### src/rtl/rom_download_packer.sv
// Packs the hps_io ROM download byte stream into 32-bit little-endian words and
// writes them to SDRAM through a 2-entry FIFO over a req/ack handshake.
module rom_download_packer #(
  parameter int         SDRAM_ADDR_WIDTH = 23,
  parameter int         IOCTL_ADDR_WIDTH = 20,
  parameter logic [7:0] PAD_BYTE         = 8'h00
) (
  input  logic                        clk,
  input  logic                        reset_n,
  input  logic                        ioctl_download,
  input  logic                        ioctl_wr,
  input  logic [IOCTL_ADDR_WIDTH-1:0] ioctl_addr,
  input  logic [7:0]                  ioctl_data,
  output logic                        ioctl_wait,
  output logic [SDRAM_ADDR_WIDTH-1:0] sdram_addr,
  output logic [31:0]                 sdram_data,
  output logic                        sdram_we,
  output logic                        sdram_req,
  input  logic                        sdram_ack,
  output logic                        busy,
  output logic                        done
);

  localparam int          TAG_W    = IOCTL_ADDR_WIDTH - 2;
  localparam int          STAG_W   = SDRAM_ADDR_WIDTH - 1;
  localparam logic [31:0] PAD_WORD = {4{PAD_BYTE}};

  typedef enum logic [1:0] {IDLE, LOAD, FLUSH, DRAIN} state_t;

  state_t           state_reg;
  logic             dl_reg;

  logic [31:0]      asm_data_reg, asm_data_next;
  logic [3:0]       asm_mask_reg, asm_mask_next;
  logic [TAG_W-1:0] asm_tag_reg, asm_tag_next;

  logic [31:0]      fifo_data_reg [2];
  logic [TAG_W-1:0] fifo_tag_reg  [2];
  logic             rd_ptr_reg;
  logic             wr_ptr_reg;
  logic [1:0]       count_reg;

  logic [TAG_W-1:0] wr_tag;
  logic [1:0]       wr_lane;
  logic             dl_rise;
  logic             fifo_wait;
  logic             accept;
  logic             pop;
  logic             tag_mismatch;
  logic [31:0]      base_data, merged_data;
  logic [3:0]       base_mask, merged_mask;
  logic             push_a;
  logic             push_b;
  logic [1:0]       push_cnt;
  logic             flush_done;
  logic [STAG_W-1:0] head_tag_ext;

  assign wr_tag  = ioctl_addr[IOCTL_ADDR_WIDTH-1:2];
  assign wr_lane = ioctl_addr[1:0];
  assign dl_rise = ioctl_download & ~dl_reg;

  // Room is reserved for the worst case of two pushes caused by a single byte.
  assign fifo_wait  = ((count_reg != 2'd0) && (asm_mask_reg != 4'd0)) || (count_reg == 2'd2);
  assign ioctl_wait = fifo_wait || (state_reg == FLUSH) || (state_reg == DRAIN);

  assign accept = ioctl_wr && !ioctl_wait && ioctl_download &&
                  ((state_reg == LOAD) || ((state_reg == IDLE) && dl_rise));
  assign pop    = sdram_ack && (count_reg != 2'd0);

  assign tag_mismatch = (asm_mask_reg != 4'd0) && (wr_tag != asm_tag_reg);
  assign base_data    = tag_mismatch ? PAD_WORD : asm_data_reg;
  assign base_mask    = tag_mismatch ? 4'd0 : asm_mask_reg;

  generate
    for (genvar gi = 0; gi < 4; gi++) begin : g_lane
      assign merged_data[8*gi +: 8] = (wr_lane == 2'(gi)) ? ioctl_data : base_data[8*gi +: 8];
      assign merged_mask[gi]        = (wr_lane == 2'(gi)) | base_mask[gi];
    end
  endgenerate

  // push_a carries the held partial word, push_b the word completed by this byte.
  always_comb begin
    push_a        = 1'b0;
    push_b        = 1'b0;
    flush_done    = 1'b0;
    asm_data_next = asm_data_reg;
    asm_mask_next = asm_mask_reg;
    asm_tag_next  = asm_tag_reg;
    if (accept) begin
      push_a = tag_mismatch;
      if (wr_lane == 2'd3) begin
        push_b        = 1'b1;
        asm_data_next = PAD_WORD;
        asm_mask_next = 4'd0;
      end else begin
        asm_data_next = merged_data;
        asm_mask_next = merged_mask;
        asm_tag_next  = wr_tag;
      end
    end else if (state_reg == FLUSH) begin
      if (asm_mask_reg == 4'd0) begin
        flush_done = 1'b1;
      end else if ((count_reg != 2'd2) || pop) begin
        push_a        = 1'b1;
        flush_done    = 1'b1;
        asm_data_next = PAD_WORD;
        asm_mask_next = 4'd0;
      end
    end
  end

  assign push_cnt = {1'b0, push_a} + {1'b0, push_b};

  always_ff @(posedge clk or negedge reset_n) begin
    if (!reset_n) begin
      for (int i = 0; i < 2; i++) begin
        fifo_data_reg[i] <= '0;
        fifo_tag_reg[i]  <= '0;
      end
      rd_ptr_reg   <= 1'b0;
      wr_ptr_reg   <= 1'b0;
      count_reg    <= 2'd0;
      asm_data_reg <= PAD_WORD;
      asm_mask_reg <= 4'd0;
      asm_tag_reg  <= '0;
    end else begin
      if (push_a) begin
        fifo_data_reg[wr_ptr_reg] <= asm_data_reg;
        fifo_tag_reg[wr_ptr_reg]  <= asm_tag_reg;
      end else if (push_b) begin
        fifo_data_reg[wr_ptr_reg] <= merged_data;
        fifo_tag_reg[wr_ptr_reg]  <= wr_tag;
      end
      if (push_a && push_b) begin
        fifo_data_reg[~wr_ptr_reg] <= merged_data;
        fifo_tag_reg[~wr_ptr_reg]  <= wr_tag;
      end
      wr_ptr_reg <= wr_ptr_reg ^ push_cnt[0];
      if (pop) begin
        rd_ptr_reg <= ~rd_ptr_reg;
      end
      count_reg    <= count_reg + push_cnt - {1'b0, pop};
      asm_data_reg <= asm_data_next;
      asm_mask_reg <= asm_mask_next;
      asm_tag_reg  <= asm_tag_next;
    end
  end

  generate
    if (STAG_W > TAG_W) begin : g_tag_zext
      assign head_tag_ext = {{(STAG_W-TAG_W){1'b0}}, fifo_tag_reg[rd_ptr_reg]};
    end else begin : g_tag_trunc
      assign head_tag_ext = fifo_tag_reg[rd_ptr_reg][STAG_W-1:0];
    end
  endgenerate

  // Head of the FIFO drives the write port directly so req follows a push by one cycle.
  assign sdram_req  = (count_reg != 2'd0);
  assign sdram_we   = sdram_req;
  assign sdram_addr = sdram_req ? {head_tag_ext, 1'b0} : '0;
  assign sdram_data = sdram_req ? fifo_data_reg[rd_ptr_reg] : '0;

  always_ff @(posedge clk or negedge reset_n) begin
    if (!reset_n) begin
      state_reg <= IDLE;
      dl_reg    <= 1'b0;
      busy      <= 1'b0;
      done      <= 1'b0;
    end else begin
      dl_reg <= ioctl_download;
      done   <= 1'b0;
      case (state_reg)
        IDLE: begin
          if (dl_rise) begin
            state_reg <= LOAD;
            busy      <= 1'b1;
          end
        end
        LOAD: begin
          if (!ioctl_download) begin
            state_reg <= FLUSH;
          end
        end
        FLUSH: begin
          if (flush_done) begin
            state_reg <= DRAIN;
          end
        end
        DRAIN: begin
          if (count_reg == 2'd0) begin
            done      <= 1'b1;
            busy      <= 1'b0;
            state_reg <= IDLE;
          end
        end
        default: state_reg <= IDLE;
      endcase
    end
  end

endmodule

### config.mk
export PLATFORM = sky130hd
export DESIGN_NAME = rom_download_packer
export DESIGN_NICKNAME = d
export VERILOG_FILES = /design/src/rtl/rom_download_packer.sv
export SDC_FILE = /design/constraint.sdc
export NUM_CORES = 1
export LEC_CHECK = 0
export BUFFER_PORTS_ARGS = -buffer_cell sky130_fd_sc_hd__clkbuf_2
export CELL_PAD_IN_SITES_DETAIL_PLACEMENT = 1
export CELL_PAD_IN_SITES_GLOBAL_PLACEMENT = 1
export CORE_ASPECT_RATIO = 2
export CORE_UTILIZATION = 48
export CTS_BUF_LIST = sky130_fd_sc_hd__clkbuf_8
export DETAILED_ROUTE_END_ITERATION = 10
export GPL_ROUTABILITY_DRIVEN = 0
export PLACE_DENSITY_LB_ADDON = 0.1
export REMOVE_ABC_BUFFERS = 1
export SLEW_MARGIN = 15
export SYNTH_ARGS = -nofsm -noshare
export SYNTH_HDL_FRONTEND = slang
export SYNTH_SLANG_ARGS = --single-unit
### constraint.sdc
create_clock -name clk -period 4.9 [get_ports clk]
set_input_delay 0.245 -clock clk [delete_from_list [all_inputs] [get_ports clk]]
set_output_delay 0.245 -clock clk [all_outputs]
set_load 0.01 [all_outputs]
==> flow_summary.toml, run 1 <==
[outcome]
run_status = "complete, no violations"

[synth]
synth_cells = 947
ys_seq_area_share_pct = 45.5
synth_edf_count = 0
avgSynthCellArea_um2 = 9.46
async_reset_ff_share_pct = 100
synth_top_cell_area_share_pct = 45.5
synth-seq-cells = 163
synth_cell_types = 50
synth_area_um2 = 8950
synth.most_common_cell = "nor2_1"
synth_top_cells_by_count = "nor2_1 (174), dfrtp_1 (163), inv_1 (126), o21ai_0 (56), mux2i_1 (53)"
yosysWarningCount = 0
yosys_most_used_dff = "dfrtp_1"
ys_top_cells_by_area = "dfrtp_1 (46%), a221oi_2 (8.7%), nor2_1 (7.3%)"
yosysTopAreaCell = "dfrtp_1"

[sta]
worst_clock_skew_ps = 13.2
fin_hold_ws_ps = 92.5
worstMarginPinSlew_ps = 1170
period_needed_ps = 4420
slew_headroom_pct = 22.1
finalCritPeriodShare_pct = 90.1
slew_viol_final = 0
fmax_mhz = 226
rsz0062_at_grt = "no"
hold_viol_final = 0
setup_violations = 0

[clocking]
cts.reportedPaths.clkPinSlew_ps = 80
h-tree-depth = 4
cts_num_sinks = 163
root_buffer = "clkbuf_8"
cts_max_path_buffers = 2
clock_latency_ps = 460
cts_tree = "done"
cts_made_buffers = 17

[global_routing]
track_usage_pct = 27.9
grt_pass1_vias = 7948
antenna_found_initial = 0
grt-ovfl-total = 0
grt_max_degree = 85
grt_pass1_wl_um = 41500

[final_layout]
syn_to_final_growth_pct = 12.2
postLayoutCoreUtil_pct = 54.9
drive_gt1_share_pct = 20.4
num-nets-final = 1046
largest_reg_flops = 64
antennaDiodeCount = 0
nFillCells = 2118

[floorplanning]
rows = 70
dieHeight_um = 195
start_util_pct = 48.9
core_um2 = 18300
die_w_um = 98.6
dieArea_um2 = 19200
ios = 93

[power]
p_per_area_nw_per_um2 = 657
leakage_nw = 5.17
irDropWorstVdd_uv = 512

[hold_path]
hold_depth = 3
hold_class = "in2reg"

[job]
max_cap_viol_count = 0

[setup_path]
crit_family = "compound AO/OA/AOI/OAI gates"
cpPeakStageDelay_ps = 900
crit_buf_inv = 1
crit_fanout = 42
startpoint_type = "register"
cp_common_cell = "ha_1"
crit_type = "reg2reg"
required_ps = 5180
cp_data_arrival_time_ps = 4700
reg2regPathDepth = 10
worst-path-stages = 10
endpoint_kind = "register"
crit_chain = "inv_1, ha_1, or3b_2, o32a_4, o21ai_4, o211a_4, ha_1, nor2b_1, a41o_2, a221oi_1"
crit_slowest_cell = "a41o_2"

[routing]
antenna_left = 0
first_iter_violations = 361
via_per_inst = 5.92
via_count = 7311
wirelength_um = 25400
first_pass_iters = 5
drc = 0
wl_per_cell_um = 20.5

[place]
dp_hpwl_um = 16400
portBuffers = 87
## power by group
part | internal [mW] | leakage (nW) | switching [mW] | total [mW]
Clock | 0.663 | 0.249 | 0.499 | 1.16
Sequential | 1.90 | 1.75 | 0.523 | 2.42
Combinational | 1.22 | 3.17 | 1.80 | 3.02
## cell type report
type / count / area (µm²) / share of cell area [%]
Clock buffer: 18 / 248 / 2.47
Clock inverter: 14 / 220 / 2.19
Inverter: 126 / 473 / 4.71
Multi-Input combinational cell: 588 / 4110 / 40.9
Sequential cell: 163 / 4080 / 40.6
Tap cell: 216 / 270 / 2.69
Timing Repair Buffer: 110 / 644 / 6.42
## worst paths after layout
check,from,to,slack (ps)
setup / recovery,state_reg[0],fifo_data_reg[2],480
hold reg to reg,asm_mask_reg[3],asm_mask_reg[3],490
hold / removal,ioctl_addr[17],fifo_tag_reg[33],90
max in group asynchronous,reset_n,fifo_data_reg[25],3370
min in group asynchronous,reset_n,fifo_tag_reg[5],400
setup reg to reg,state_reg[0],fifo_data_reg[2],480
## layer usage
layer	up-vias	routed length, µm	track usage [%]	part of all wire (%)
met5	-	0	0	0
met4	0	628	10.8	2.5
met3	45	672	4.12	2.7
met2	165	14000	52.7	55
met1	3713	10000	31.1	40
li1	3388	-	-	-
## cells in the final DEF (no fill, tap or decap), types with 3 or more instances in the layout
master     count
a211oi_1       8
a221oi_1      40
a221oi_2      52
a222oi_1       9
a22o_1         4
a31oi_1       33
and2_1        19
and3_1         3
buf_4         19
bufinv_16      6
clkbuf_2      86
clkbuf_8      18
conb_1         5
dfrtp_1      162
ha_1           7
inv_1        131
mux2i_1       53
nand2_1       48
nand2b_1       3
nand3_1        3
nor2_1       173
nor2b_1        5
nor3_1         5
nor4_1         4
o21ai_0       56
or3_1          8
xnor2_1        4
xor2_1        19
## worst register-to-register path, stage by stage, from the launching register on
cell      delay, ps
dfrtp_1         380
inv_1            90
ha_1            270
or3b_2          500
o32a_4          260
o21ai_4         290
o211a_4         420
ha_1            630
nor2b_1         250
a41o_2          900
a221oi_1        270
## what timing repair did
| item | 4_1_cts | 5_1_grt |
|---|---|---|
| setup endpoints to repair | 0 | 0 |
| hold buffers | 2 | 0 |
| hold endpoints to repair | 83 | 0 |
| setup buffers | 0 | 0 |
| resized for setup | 0 | 0 |
## cell families (layout without fill, tap and decap cells)
kind of cell	Yosys count	after routing	share of synthesized area (%)
compound gates	218	218	22.2
xor+xnor	23	23	2.25
fa+ha+maj	7	7	0.978
buf+inv	200	268	9.22
flops	163	163	45.5
mux	54	54	6.05
other cells	1	5	0.0419
simple gates	281	281	13.7
## stage by stage
stage	power [mW]	cell area, µm²	setup WS (ps)	setup TNS (ps)	std cells
after floorplan	4.31	8620	-1200	-72910	877
after global placement	5.38	9560	634	0	1201
after detailed placement	5.49	9560	499	0	1201
after CTS	6.66	10000	494	0	1235
after global routing	7.05	10000	235	0	1235
final	6.60	10000	484	0	1235
Power figures use the tool's default switching activity.
==> run 2, diff against run 1 <==
--- a/config.mk
+++ b/config.mk
@@ -9,7 +9,7 @@
 export CELL_PAD_IN_SITES_DETAIL_PLACEMENT = 1
 export CELL_PAD_IN_SITES_GLOBAL_PLACEMENT = 1
 export CORE_ASPECT_RATIO = 2
-export CORE_UTILIZATION = 48
+export CORE_UTILIZATION = 25
 export CTS_BUF_LIST = sky130_fd_sc_hd__clkbuf_8
 export DETAILED_ROUTE_END_ITERATION = 10
 export GPL_ROUTABILITY_DRIVEN = 0
==> constraint.sdc (replaced) <==
create_clock -name clk -period 4.9 [get_ports clk]
set_input_delay 0.245 -clock clk [delete_from_list [all_inputs] [get_ports clk]]
set_output_delay 0.245 -clock clk [all_outputs]
set_load 0.005 [all_outputs]
==> run 2 against run 1 <==
Net effect:
- combinational power down 4%
- critical path type unchanged
- register-to-register slack better by 590 ps
- total power down 1.7%
- largest cell class unchanged
==> flow_summary.toml, run 2 (synthesis gave the netlist of run 1 again) <==
[outcome]
run_status = "complete, no violations"

[power]
power.share.clock_pct = 17.3
p_seq_share_pct = 37.9
irDropWorstVdd_uv = 208
leakage_nw = 5.17
intPower_mw = 3.65
power_frac_comb_pct = 44.8
p_per_area_nw_per_um2 = 625
power.share.switching_pct = 43.7
switching_power_mw = 2.83
finalPower_mw = 6.49

[job]
max_cap_viol_count = 0

[clocking]
cts.reportedPaths.clkPinSlew_ps = 100
clock_latency_ps = 500
root_buffer = "clkbuf_8"
cts_num_sinks = 163
h-tree-depth = 4
cts_tree = "done"
cts-resized-gates = 0
cts_max_path_buffers = 2
post_cts_buffers = 0
cts_made_buffers = 17
cts_hold_buffers = 2

[final_layout]
largest_reg_flops = 64
drive_gt1_share_pct = 21.1
layout_commonest_cell = "nor2_1"
multi_input_area_um2 = 4110
postLayoutCoreUtil_pct = 29.5
regArea_um2 = 4080
syn_to_final_growth_pct = 15.9
num-nets-final = 1046
nFillCells = 4133
layout_common_cells = "nor2_1 (173), dfrtp_1 (162), inv_1 (126)"
fin_area_um2 = 10400

[routing]
drc = 0
wirelength_um = 30900
first_iter_violations = 286
via_per_inst = 4.90
antenna_left = 0
route.met2.wl_um = 17200
first_pass_iters = 4
top_layer = "met4"
via_count = 7179
met3WireLength_um = 786
wl_per_cell_um = 21.1
m1WireLength_um = 12200

[global_routing]
track_usage_pct = 17.9
grt_pass1_vias = 7847
grt-ovfl-total = 0
antenna_found_initial = 1
grt_pass1_wl_um = 48300
grt_max_degree = 142

[sta]
hold_viol_final = 0
worst_clock_skew_ps = 21.8
finalCritPeriodShare_pct = 78.1
worstMarginPinSlew_ps = 965
finalSetupTns_ps = 0
slew_viol_final = 0
period_needed_ps = 3830
slew_headroom_pct = 35.2
rsz0062_at_grt = "no"
fin_hold_ws_ps = 58.7
fmax_mhz = 261
setup_violations = 0

[hold_path]
hold_class = "in2reg"
hold_depth = 3

[setup_path]
startpoint_type = "register"
cp_data_arrival_time_ps = 4200
cpPeakStageDelay_ps = 770
crit_type = "reg2reg"
crit_buf_inv = 1
endpoint_kind = "register"
crit_chain = "or4_1, o32a_4, o21ai_4, o211a_4, ha_1, and2_1, a31o_2, buf_12, a221oi_2"
reg2regPathDepth = 9
crit_slowest_cell = "or4_1"
crit_fanout = 23
crit_family = "compound AO/OA/AOI/OAI gates"
worst-path-stages = 9
required_ps = 5270

[floorplanning]
dieArea_um2 = 36600
ios = 93
rows = 97
start_util_pct = 25.4
die_w_um = 136
core_um2 = 35200
dieHeight_um = 270

[place]
portBuffers = 87
placed_area_um2 = 9920
dp_hpwl_um = 20300
==> run 2: changes by cell type in the layout (fill, tap and decap cells not counted), moves of 2 or more <==
cell       delta
buf_12        +6
buf_4         -6
bufinv_16     -3
clkinv_4      +2
inv_1         -5
inv_6         +4
==> run 2: worst paths after layout <==
path                               endpoint            start  slack (ps)
min                        fifo_tag_reg[32]   ioctl_addr[16]          60
max in group asynchronous        rd_ptr_reg          reset_n        3520
max                        fifo_tag_reg[30]  asm_mask_reg[1]        1070
max reg2reg                fifo_tag_reg[30]  asm_mask_reg[1]        1070
min reg2reg                 asm_mask_reg[3]  asm_mask_reg[3]         500
min in group asynchronous   fifo_tag_reg[7]          reset_n         150
==> run 2: per-stage QoR <==
stage               std cells  setup WS (ps)
finish                   1465           1070
global route             1465            881
CTS                      1464           1050
detailed placement       1430           1060
global placement         1430           1120
floorplan                 877          -1030
==> run 2: metal layers <==
metal	global-route usage (%)	vias up
li1	-	3383
met2	33.5	111
met5	0	-
met1	19.7	3660
met3	2.97	25
met4	6.21	0
==> run 2: layout make-up <==
class	count	area share, %
Antenna cell	1	0.0241
Clock buffer	19	2.52
Clock inverter	13	1.65
Inverter	126	4.56
Multi-Input combinational cell	588	39.6
Sequential cell	163	39.3
Tap cell	445	5.36
Timing Repair Buffer	110	6.93
==> run 2: power by group through the flow <==
stage          combinational [mW]  clock [mW]  sequential (mW)
3_3_place_gp                 2.94           0             2.49
5_1_grt                      3.25        1.21             2.56
4_1_cts                      3.00        1.18             2.48
3_5_place_dp                 2.99           0             2.51
2_1_floorplan                1.86           0             2.30
6_report                     2.91        1.12             2.46
==> run 2: worst register-to-register path: cells and delay by family, from the launching register on <==
kind            cells  cell delay [ps]
compound gates      5             1790
flops               1              390
buf+inv             1              270
fa+ha+maj           1              300
simple gates        2              970
==> run 3, diff against run 2 <==
==> constraint.sdc (replaced) <==
create_clock -name clk -period 3.7 [get_ports clk]
set_input_delay 0.185 -clock clk [delete_from_list [all_inputs] [get_ports clk]]
set_output_delay 0.185 -clock clk [all_outputs]
set_load 0.005 [all_outputs]
==> run 3 against run 2 <==
Net effect:
- critical endpoint is now fifo_data_reg[59]
- critical path depth stayed put
- global-route usage up 0.073 points
- critical path type unchanged
- clock-buffer cell count down 2
- combinational power is 37% higher
- clock skew fell by 8.4 ps
- die area unchanged
==> flow_summary.toml, run 3 (synthesis gave the netlist of run 1 again) <==
[power]
irDropWorstVdd_uv = 297
leakage_nw = 5.27
p_per_area_nw_per_um2 = 815
power.share.switching_pct = 43.4
intPower_mw = 4.87
switching_power_mw = 3.73
p_seq_share_pct = 37.2
power_frac_comb_pct = 46.5
power.share.clock_pct = 16.3

[sta]
hold_viol_final = 0
fmax_mhz = 301
worst_clock_skew_ps = 13.4
worstMarginPinSlew_ps = 851
finalCritPeriodShare_pct = 89.7
period_needed_ps = 3320
setup_violations = 0
slew_viol_final = 0
final.setup.worst_slack_ps = 379
slew_headroom_pct = 43.3
rsz0062_at_grt = "no"

[setup_path]
crit_family = "simple AND/OR/NAND/NOR gates"
crit_slowest_cell = "or4_1"
cp_common_cell = "nand2_1"
startpoint_type = "register"
cp_data_arrival_time_ps = 3690
crit_fanout = 8
crit_chain = "or4_1, nand3_1, nand4_1, o211a_4, ha_1, and2_1, nand2_1, nand2_1, a222oi_1"
required_ps = 4070
cpPeakStageDelay_ps = 630
crit_buf_inv = 0
endpoint_kind = "register"
crit_type = "reg2reg"

[global_routing]
grt-ovfl-total = 0
track_usage_pct = 17.9
grt_pass1_vias = 7924
antenna_found_initial = 1
grt_max_degree = 79
grt_pass1_wl_um = 48500

[routing]
drc = 0
first_iter_violations = 268
via_per_inst = 4.85
wirelength_um = 31000
antenna_left = 0
wl_per_cell_um = 20.8
via_count = 7238
first_pass_iters = 5

[place]
pre_cts_slack_ps = 349
portBuffers = 87
placed_area_um2 = 9980
dp_hpwl_um = 20300

[clocking]
clock_latency_ps = 490
cts_num_sinks = 163
cts_made_buffers = 17
root_buffer = "clkbuf_8"
cts.reportedPaths.clkPinSlew_ps = 100
cts_tree = "done"
post_cts_buffers = 0
cts_max_path_buffers = 2
h-tree-depth = 4

[floorplanning]
dieHeight_um = 270
start_util_pct = 25.4
core_um2 = 35200
rows = 97
ios = 93
dieArea_um2 = 36600
die_w_um = 136

[final_layout]
num-nets-final = 1073
syn_to_final_growth_pct = 17.8
layout_commonest_cell = "nor2_1"
layout_common_cells = "nor2_1 (173), dfrtp_1 (162), inv_1 (128)"
largest_reg_flops = 64
fin_area_um2 = 10500
postLayoutCoreUtil_pct = 30.0
drive_gt1_share_pct = 21.5

[outcome]
run_status = "complete, no violations"

[job]
max_cap_viol_count = 0

[hold_path]
hold_class = "in2reg"
==> run 3: changes by cell type in the layout (fill, tap and decap cells not counted), moves of 2 or more <==
| cell | before | now |
|---|---|---|
| inv_1 | 126 | 128 |
| clkbuf_8 | 19 | 17 |
| dlygate4sd3_1 | 2 | 16 |
| buf_4 | 13 | 29 |
| inv_6 | 5 | 2 |
| buf_12 | 8 | 5 |
==> run 3: path summary, 6_finish.rpt <==
| path | slack [ps] | cells after the start | end | startpoint |
|---|---|---|---|---|
| max | 380 | 9 | fifo_data_reg[59] | asm_mask_reg[1] |
| min | 40 | 3 | fifo_tag_reg[25] | ioctl_addr[9] |
| max reg2reg | 380 | 9 | fifo_data_reg[59] | asm_mask_reg[1] |
| min reg2reg | 490 | 1 | asm_mask_reg[3] | asm_mask_reg[3] |
| max in group asynchronous | 2420 | 3 | rd_ptr_reg | reset_n |
| min in group asynchronous | 310 | 2 | fifo_tag_reg[25] | reset_n |
==> run 3: layout make-up <==
class	instances	area (µm²)
diodes	1	2.50
clock buffers	17	234
clock inverters	14	165
fillers	4117	24600
inverters	126	473
multi-input cells	588	4110
flip-flops and latches	163	4080
well taps	445	557
repair buffers	137	920
==> run 3: routing by layer <==
| metal | part of all wire, % | global-route usage [%] | vias up |
|---|---|---|---|
| li1 | - | - | 3433 |
| met1 | 39 | 19.6 | 3675 |
| met2 | 56 | 33.9 | 99 |
| met3 | 2.0 | 2.33 | 31 |
| met4 | 2.5 | 6.89 | 0 |
| met5 | 0 | 0 | - |
==> run 3: worst register-to-register path, delay by kind of cell, from the launching register on <==
family / cells / cell delay (ps)
AOI/OAI and AO/OA: 2 / 770
adders and majority gates: 1 / 210
DFF: 1 / 380
and+or+nand+nor: 6 / 1850
==> run 3: timing repair <==
item	in CTS	in global routing
hold buffers	16	0
resized for setup	0	0
endpoints found under the hold margin	105	0
==> run 3: per-stage QoR <==
stage / std cells / setup TNS [ps] / total power, mW / hold WS [ps]
2_1_floorplan: 877 / -207160 / 5.51 / -111
3_3_place_gp: 1443 / 0 / 7.29 / 309
3_5_place_dp: 1443 / 0 / 7.36 / 312
4_1_cts: 1490 / 0 / 8.82 / 3.07
5_1_grt: 1491 / 0 / 9.32 / 26.6
6_report: 1491 / 0 / 8.60 / 36.2
==> run 3: power by group through the flow <==
stage,Sequential [mW],Clock [mW],Combinational (mW)
CTS,3.23,1.46,4.12
floorplan,3.05,0,2.46
finish,3.20,1.40,4.00
detailed placement,3.27,0,4.09
global placement,3.25,0,4.04
global route,3.33,1.51,4.48
